### src/rtl/serial_subtractor.sv
// Bit-serial subtractor: diff = a - b, one bit per clock, LSB first.
// Exposes the live bit pair and enable for a downstream half-subtractor.
module serial_subtractor #(
    parameter int WIDTH = 4
) (
    input  logic             clk,
    input  logic             rst,
    input  logic             start,
    input  logic [WIDTH-1:0] a,
    input  logic [WIDTH-1:0] b,
    output logic             busy,
    output logic             done,
    output logic [WIDTH-1:0] diff,
    output logic             borrow_out,
    output logic             sub_a,
    output logic             sub_b,
    output logic             sub_en
);

    localparam int CW = $clog2(WIDTH) + 1;
    localparam logic [CW-1:0] LAST = CW'(WIDTH - 1);

    typedef enum logic [1:0] {
        IDLE  = 2'd0,
        SHIFT = 2'd1,
        DONE  = 2'd2
    } state_t;

    state_t           state;
    logic [WIDTH-1:0] sa;
    logic [WIDTH-1:0] sb;
    logic [WIDTH-1:0] res;
    logic [CW-1:0]    cnt;
    logic             brw;
    logic             d;
    logic             bnext;
    logic [WIDTH-1:0] res_next;

    always_comb begin
        d        = sa[0] ^ sb[0] ^ brw;
        bnext    = (~sa[0] & sb[0]) | (~(sa[0] ^ sb[0]) & brw);
        res_next = {d, res[WIDTH-1:1]};
    end

    assign sub_a  = sa[0] & busy;
    assign sub_b  = sb[0] & busy;
    assign sub_en = busy;

    always_ff @(posedge clk) begin
        if (rst) begin
            state      <= IDLE;
            sa         <= '0;
            sb         <= '0;
            res        <= '0;
            cnt        <= '0;
            brw        <= 1'b0;
            busy       <= 1'b0;
            done       <= 1'b0;
            diff       <= '0;
            borrow_out <= 1'b0;
        end else begin
            unique case (state)
                IDLE: begin
                    done <= 1'b0;
                    if (start) begin
                        state <= SHIFT;
                        sa    <= a;
                        sb    <= b;
                        res   <= '0;
                        brw   <= 1'b0;
                        cnt   <= '0;
                        busy  <= 1'b1;
                    end
                end
                SHIFT: begin
                    res <= res_next;
                    sa  <= sa >> 1;
                    sb  <= sb >> 1;
                    brw <= bnext;
                    cnt <= cnt + 1'b1;
                    if (cnt == LAST) begin
                        state      <= DONE;
                        busy       <= 1'b0;
                        done       <= 1'b1;
                        diff       <= res_next;
                        borrow_out <= bnext;
                    end
                end
                DONE: begin
                    done <= 1'b0;
                    if (start) begin
                        // back-to-back accept straight out of the result cycle
                        state <= SHIFT;
                        sa    <= a;
                        sb    <= b;
                        res   <= '0;
                        brw   <= 1'b0;
                        cnt   <= '0;
                        busy  <= 1'b1;
                    end else begin
                        state <= IDLE;
                    end
                end
                default: begin
                    state <= IDLE;
                    busy  <= 1'b0;
                    done  <= 1'b0;
                end
            endcase
        end
    end

endmodule

### config.mk
export PLATFORM = sky130hd
export DESIGN_NAME = serial_subtractor
export DESIGN_NICKNAME = d
export VERILOG_FILES = /design/src/rtl/serial_subtractor.sv
export SDC_FILE = /design/constraint.sdc
export NUM_CORES = 1
export LEC_CHECK = 0
export CORE_MARGIN = 2
export CORE_UTILIZATION = 49
export CTS_CLUSTER_DIAMETER = 50
export DETAILED_ROUTE_END_ITERATION = 16
export HOLD_SLACK_MARGIN = 0.05
export PLACE_DENSITY_LB_ADDON = 0.25
export SLEW_MARGIN = 25
export SYNTH_ARGS = -nofsm -noshare
export SYNTH_HDL_FRONTEND = slang
export SYNTH_SLANG_ARGS = --single-unit
### constraint.sdc
create_clock -name clk -period 1.5 [get_ports clk]
set_input_delay 0.3 -clock clk [delete_from_list [all_inputs] [get_ports clk]]
set_output_delay 0.3 -clock clk [all_outputs]
set_load 0.005 [all_outputs]
# After elaboration in Yosys (flattened, before gate mapping)
# Cells that the tools add are included.
totals:
  register_bits: 25
  input_bits: 11
  output_inout_bits: 10
  wordCells: 52
classes:
  addsub: 1
  n_eq_ne: 6
  muxes: 17
  bitwise_logic: 10
  reduce_logical: 8
op_table:
  columns: ["operator", "n"]
  rows:
  - ["4-bit case mux with 2 select lines", 3]
  - ["4-bit 2-to-1 mux", 3]
  - ["2-bit AND reduction", 4]
  - ["2-bit case mux with 3 select lines", 1]
  - ["3-bit case mux with 2 select lines", 1]
  - ["1-bit AND", 4]
  - ["1-bit 2-to-1 mux", 4]
  - ["2-bit 2-to-1 mux", 2]
  - ["2-bit != test, second input constant", 2]
  - ["1-bit case mux with 2 select lines", 2]
  - ["2-bit OR reduction", 2]
  - ["3-bit by 1-bit adder with 3-bit output, second input constant", 1]
  - ["3-bit by 2-bit equality test with 1-bit output, second input constant", 1]
  - ["3-bit 2-to-1 mux", 1]
  - ["1-bit NOT", 3]
  - ["2-bit by 1-bit equality test with 1-bit output, second input constant", 1]
  - ["2-bit equality test, second input constant", 1]
  - ["2-bit zero test", 1]
  - ["2-bit by 1-bit != test with 1-bit output, second input constant", 1]
  - ["2-bit nonzero test", 1]
  - ["1-bit XOR", 2]
  - ["1-bit OR", 1]

# Logic depth before layout (Yosys ltp)
# Gate-level depths: netlist of run 1.
logic_depth:
  word_depth: 5
  mapped_depth: 6
  depth_no_buf: 5

# Worst setup path before layout of run 1
# OpenSTA, ideal clock, no wires.
synth_path:
  kind: "register -> register"
  startpoint: "register cnt[0]"
  endpoint: "register diff[2]"
  setup_ns: 0.134
  arrival_time_ns: 1.193
  required_ns: 1.366
  path_slack_ns: 0.173
  stages_incl_launch_ff: 7
  path_buffers: 1
  period_less_slack_ns: 1.327
  cell_sequence: "dfxtp_1 ha_1 ha_1 clkbuf_1 nand3b_1 nand2_1 a21oi_1"
synth_via:
  elab_chain_cells: 2
synth_rtl:
  columns: ["element", "line", "text"]
  rows:
  - ["start: declaration", "33", "logic [CW-1:0] cnt;"]
  - ["start signal: assignment", "80", "cnt <= cnt + 1'b1;"]
  - ["3-bit by 2-bit equality test with 1-bit output", "81", "if (cnt == LAST) begin"]
  - ["2-bit AND reduction (no line)", null, null]
  - ["end signal: assignment", "85", "diff <= res_next;"]
  - ["end: declaration", "13", "output logic [WIDTH-1:0] diff,"]
# Every way passes these cells.
# A chain may end at the register's enable or synchronous reset.

# Final worst setup path of run 1
layout_path:
  startpoint: "register done"
  endpoint: "output done"
layout_lines:
  columns: ["element", "line", "text"]
  rows:
  - ["start: declaration", "12", "output logic done,"]
  - ["start signal: assignment", "58", "done <= 1'b0;"]
  - ["start signal: assignment", "64", "done <= 1'b0;"]
  - ["start signal: assignment", "84", "done <= 1'b1;"]
# No word-level cell between the ends.

==> results of run 1 <==
[worst min path at each step]
| stage | startpoint | endpoint | slack (ns) | cells past startpoint |
|---|---|---|---|---|
| detailed placement | diff[2] | diff[2] | 0.45 | 2 |
| floorplan | rst | borrow_out | 0.37 | 1 |
| global placement | diff[3] | diff[3] | 0.45 | 2 |
| CTS | diff[0] | diff[0] | 0.47 | 2 |
| finish | diff[0] | diff[0] | 0.46 | 2 |
| global route | diff[2] | diff[2] | 0.48 | 2 |
[layout make-up]
| class | count | share of cell area (%) |
|---|---|---|
| clock buffers | 3 | 1.629 |
| clock inverters | 1 | 2.172 |
| inverters | 3 | 0.8145 |
| multi-input cells | 79 | 35.66 |
| flip-flops and latches | 24 | 35.47 |
| well taps | 27 | 2.443 |
| repair buffers | 33 | 21.81 |
[layer usage]
layer | vias to the layer above | GRT usage (%)
met3 | 2 | 2.727
met1 | 418 | 22.96
met5 | - | 0
li1 | 457 | -
met4 | 0 | 6.944
met2 | 32 | 34.43
[cells in the final DEF (no fill, tap or decap), types with 2 or more instances in the layout]
cell,n
dlymetal6s2s_1,2
mux2i_1,6
and2_1,2
buf_4,13
nand2_1,10
nand2b_1,3
nor3_1,7
clkdlybuf4s50_1,16
a21oi_1,15
inv_1,3
ha_1,2
nand3_1,12
a211oi_1,5
clkbuf_4,3
nor2_1,5
dfxtp_1,16
dfxtp_2,8
[state kept, by name, summed over array words and instances (netlist names)]
name        cells
state           2
brw             1
sb              4
sa              4
done            1
borrow_out      1
cnt             3
diff            4
res             3
busy            1
[kinds of logic (layout without fill, tap and decap cells)]
kind of cell | after synthesis | count (layout) | synth area share (%)
AOI/OAI and AO/OA | 24 | 24 | 14.11
xor gates and xnor gates | 1 | 1 | 0.8445
adders and majority gates | 3 | 3 | 4.342
buffers and inverters | 13 | 40 | 6.875
DFF | 24 | 24 | 46.32
muxes | 6 | 6 | 5.790
and+or+nand+nor | 45 | 45 | 21.71
[where the power goes]
| part | switching (mW) | internal, mW | total (mW) |
|---|---|---|---|
| clock | 0.193 | 0.270 | 0.463 |
| combinational | 0.107 | 0.117 | 0.224 |
| sequential | 0.0239 | 0.671 | 0.695 |
[timing repair]
action / 4_1_cts / 5_1_grt
setup endpoints to repair: 4 / 9
hold endpoints to repair: 0 / 0
gates cloned: 0 / 0
setup buffers: 2 / 0
gates resized for setup: 5 / 10
[worst min-delay path, stage by stage (launching register included)]
cell and delay [ns]:
dfxtp_2 0.34, nand2_1 0.05, a21oi_1 0.05
==> results.sh, run 1 <==
export IMPL_power_leakage_nw=0.5346
export IMPL_critical_path_required_ns=1.20
export IMPL_core_mm2=0.001982
export IMPL_clock_fmax_mhz=684.7
export IMPL_io_pins=21
export IMPL_cp_arrival_ns=1.16
export IMPL_wl_met3_um=134
export IMPL_start_util_pct=52.34
export IMPL_place_ws_ns=0.02633
export IMPL_tightest_slew_ns=0.3058
export IMPL_portBuffers=20
export IMPL_avgSynthCellArea_um2=8.942
export IMPL_total_power_mw=1.382
export IMPL_worstSetupStartpointType="flip-flop"
export IMPL_dpl_cell_area_mm2=0.001294
export IMPL_final_util_pct=69.76
export IMPL_ys_async_sr_fraction_pct=0
export IMPL_insertion_delay_ns=0.31
export IMPL_root_buffer="clkbuf_4"
export IMPL_drive_gt1_share_pct=20.28
export IMPL_gp_congestion=0.8379
export IMPL_insertedDiodeCount=0
export IMPL_grt_overflow=0
export IMPL_slowest_stage="clkdlybuf4s50_1"
export IMPL_cts_num_sinks=24
export IMPL_place_inst=164
export IMPL_synth_top_area_cell="dfxtp_1"
export IMPL_drt_wirelength_per_cell_um=13.10
export IMPL_critical_path_top_delay_family="buffers and inverters"
export IMPL_grt_pass1_wl_um=3705
export IMPL_worst_slack_ns=0.03953
export IMPL_vias=909
export IMPL_worst_r2r_cell_count=5
export IMPL_tritoncts="built"
export IMPL_crit_type="reg -> out"
export IMPL_min_path_type="reg -> reg"
export IMPL_multi_input_area_um2=493.0
export IMPL_clk_pin_slew_ns=0.13
export IMPL_rr_endpoint="diff[1]"
export IMPL_design_area_mm2=0.001383
export IMPL_slowest_delay_ns=0.50
export IMPL_path_depth=1
export IMPL_seq_area_um2=490.5
export IMPL_rrSetupSlack_ns=0.12
export IMPL_path_max_fanout=2
export IMPL_synth_cell_types=27
export IMPL_cp_end_kind="output port"
export IMPL_slew_violations=0
export IMPL_first_pass_iters=4
export IMPL_crit_path_start="done"
export IMPL_status="finished, final reports clean"
export IMPL_ctsHoldBuffers=0
export IMPL_met1_length_um=923
export IMPL_fin_crit_sh_pct=97.36
export IMPL_synth_most_common_cell="dfxtp_1"
export IMPL_antenna_found_initial=0
export IMPL_slew_headroom_pct=79.59
export IMPL_hold_slack_ns=0.4610
export IMPL_grt_usage_pct=19.22
export IMPL_first_iter_violations=14
export IMPL_top_layer_used="met4"
export IMPL_synth_nets=130
export IMPL_ant_nets=0
export IMPL_seq_area_frac_synth_pct=46.32
export IMPL_cts_buffers=3
export IMPL_ys_warn_count=0
export IMPL_synthFlopType="dfxtp_1"
export IMPL_fillers=155
export IMPL_clk_path_buf_depth=2
export IMPL_synth_top_area_share_pct=46.32
export IMPL_fp_dieW_um=50.01
export IMPL_vdd_drop_max_uv=772.8
export IMPL_routed_wirelength_um=2227
export IMPL_rows=16
export IMPL_path_cells="clkdlybuf4s50_1"
export IMPL_min_period_ns=1.460
export IMPL_dieArea_mm2=0.002501
export IMPL_synth_commonest_cells="dfxtp_1, a21oi_1, nand3_1"
export IMPL_grt_pass1_vias=890
export IMPL_final_cells=170
export IMPL_drv_cap=0
export IMPL_hpwl_um=1669
export IMPL_fin_skew_ns=0.003168
export IMPL_finalSetupTns_ns=0
export IMPL_crit_reg2reg_launch="cnt[0]"
export IMPL_dieHeight_um=50.01
export IMPL_p_per_area_mw_per_mm2=999.4
export IMPL_dr_wl_met2_um=1156
export IMPL_synth_edf_count=0
export IMPL_cp_num_buf_inv=1
export IMPL_drc=0
export IMPL_fin_nets=158
export IMPL_syn2layout_area_growth_pct=33.29
export IMPL_setup_viol=0
export IMPL_synthesis_instances=116
export IMPL_synth_area_leaders="dfxtp_1, a21oi_1, mux2i_1"
export IMPL_finalHoldViolCount=0
export IMPL_cts_max_level=1
export IMPL_vias_per_cell=5.347
export IMPL_synthesis_area_mm2=0.001037
export IMPL_grt_max_degree=15
export IMPL_cp_endpoint="done"
export IMPL_synth_seq_cells=24
(Power assumes the default switching activity.)
==> run 2, diff against run 1 <==
GPL_ROUTABILITY_DRIVEN = 0   (was not set)
==> results of run 2 <==
No change in the layout: final DEF, timing and power equal those of run 1.
==> run 3, diff against run 2 <==
CORE_ASPECT_RATIO = 1.25   (was not set)
MAX_ROUTING_LAYER = met4   (was not set)
==> results.sh, run 3 (synthesis results as in run 1) <==
export IMPL_clk_pin_slew_ns=0.13
export IMPL_hpwl_um=1533
export IMPL_dieArea_mm2=0.002503
export IMPL_status="finished, final reports clean"
export IMPL_grt_pass1_wl_um=3795
export IMPL_crit_type="reg -> out"
export IMPL_critical_path_top_delay_family="buffers and inverters"
export IMPL_cp_end_kind="output port"
export IMPL_core_mm2=0.001982
export IMPL_first_iter_violations=22
export IMPL_fp_dieW_um=45.15
export IMPL_worstSetupStartpointType="flip-flop"
export IMPL_min_period_ns=1.454
export IMPL_fin_crit_sh_pct=96.92
export IMPL_antenna_found_initial=0
export IMPL_grt_overflow=0
export IMPL_cts_num_sinks=24
export IMPL_path_cells="clkdlybuf4s50_1"
export IMPL_insertion_delay_ns=0.31
export IMPL_grt_max_degree=25
export IMPL_grt_pass1_vias=833
export IMPL_drive_gt1_share_pct=17.99
export IMPL_cts_buffers=3
export IMPL_start_util_pct=52.34
export IMPL_total_power_mw=1.244
export IMPL_finalSetupTns_ns=0
export IMPL_portBuffers=20
export IMPL_clock_fmax_mhz=687.9
export IMPL_drt_wirelength_per_cell_um=13.03
export IMPL_critical_path_required_ns=1.20
export IMPL_slowest_stage="clkdlybuf4s50_1"
export IMPL_root_buffer="clkbuf_4"
export IMPL_fin_nets=154
export IMPL_min_path_type="reg -> reg"
export IMPL_power_leakage_nw=0.5575
export IMPL_tightest_slew_ns=0.2655
export IMPL_drc=0
export IMPL_routed_wirelength_um=2072
export IMPL_cp_num_buf_inv=1
export IMPL_slew_headroom_pct=82.30
export IMPL_vias_per_cell=5.528
export IMPL_cp_arrival_ns=1.15
export IMPL_vias=879
export IMPL_path_max_fanout=2
export IMPL_tritoncts="built"
export IMPL_slowest_delay_ns=0.50
export IMPL_rsz0062_at_grt="no"
export IMPL_p_per_area_mw_per_mm2=930.2
export IMPL_grt_usage_pct=20.39
export IMPL_setup_viol=0
export IMPL_final_cell_mix="dfxtp_1, a21oi_1, clkdlybuf4s50_1, nand3_1, nand2_1"
export IMPL_slew_violations=0
export IMPL_dieHeight_um=55.44
export IMPL_top_regs="diff (4), sa (4), sb (4)"
export IMPL_ctsHoldBuffers=0
export IMPL_clk_path_buf_depth=2
export IMPL_syn2layout_area_growth_pct=28.95
export IMPL_cts_max_level=1
export IMPL_drv_cap=0
export IMPL_insertedDiodeCount=0
export IMPL_vdd_drop_max_uv=543.1
export IMPL_finalHoldViolCount=0
export IMPL_layout_commonest_cell="dfxtp_1"
export IMPL_ant_nets=0
export IMPL_fin_skew_ns=0.001063
export IMPL_rows=18
export IMPL_first_pass_iters=4
export IMPL_io_pins=21
[run 3: cell types whose count changed in the layout (fill, tap and decap cells not counted), sizes merged]
cell and delta:
dlygate4sd2 +2, dlymetal6s2s +2, clkdlybuf4s15 -1, clkbuf +1, clkdlybuf4s50 -3, bufinv -1, buf -4
[run 3: worst min-delay path: cells and delay by family (launching register included)]
family	cells	cell delay, ns
compound gates	1	0.05
simple gates	1	0.04
flops	1	0.34
[run 3: what timing repair did]
item,CTS,global route
setup buffers,1,0
endpoints found under the setup margin,4,8
resized for setup,6,10
[run 3: metal layers]
metal	vias to the layer above	GRT usage, %	wire length [µm]
met5	-	-	0
met4	0	6.303	27
met1	415	24.49	846
li1	444	-	-
met2	16	34.08	1132
met3	4	2.941	66
[run 3: area by class of cell]
type                    count  area (µm²)
clock buffers               4       36.28
fillers                   169       644.4
inverters                   3       11.26
multi-input cells          79       488.0
flip-flops and latches     24       490.5
well taps                  20       25.02
repair buffers             29       286.5
[run 3: metrics by stage]
step	hold WS, ns	setup slack [ns]	cells	cell area, µm²	util, %
global route	0.4820	0.001281	159	1338	67.49
global placement	0.4429	0.07928	154	1275	64.33
detailed placement	0.4470	0.02152	154	1275	64.33
CTS	0.4646	0.01468	159	1319	66.54
finish	0.4600	0.04625	159	1338	67.49
floorplan	0.3721	0.1728	116	1037	-
[run 3: path summary, 6_finish.rpt]
check,start,end,slack (ns),cells after the start
max,diff[3],diff[3],0.05,1
min,diff[0],diff[0],0.46,2
max reg2reg,sa[0],diff[3],0.20,4
min reg2reg,diff[0],diff[0],0.46,2
[run 3: power by group]
part	internal, mW	total, mW	switching (mW)	leakage [nW]
registers	0.671	0.695	0.0236	0.199
logic	0.109	0.210	0.101	0.337
clock network	0.148	0.339	0.191	0.0210
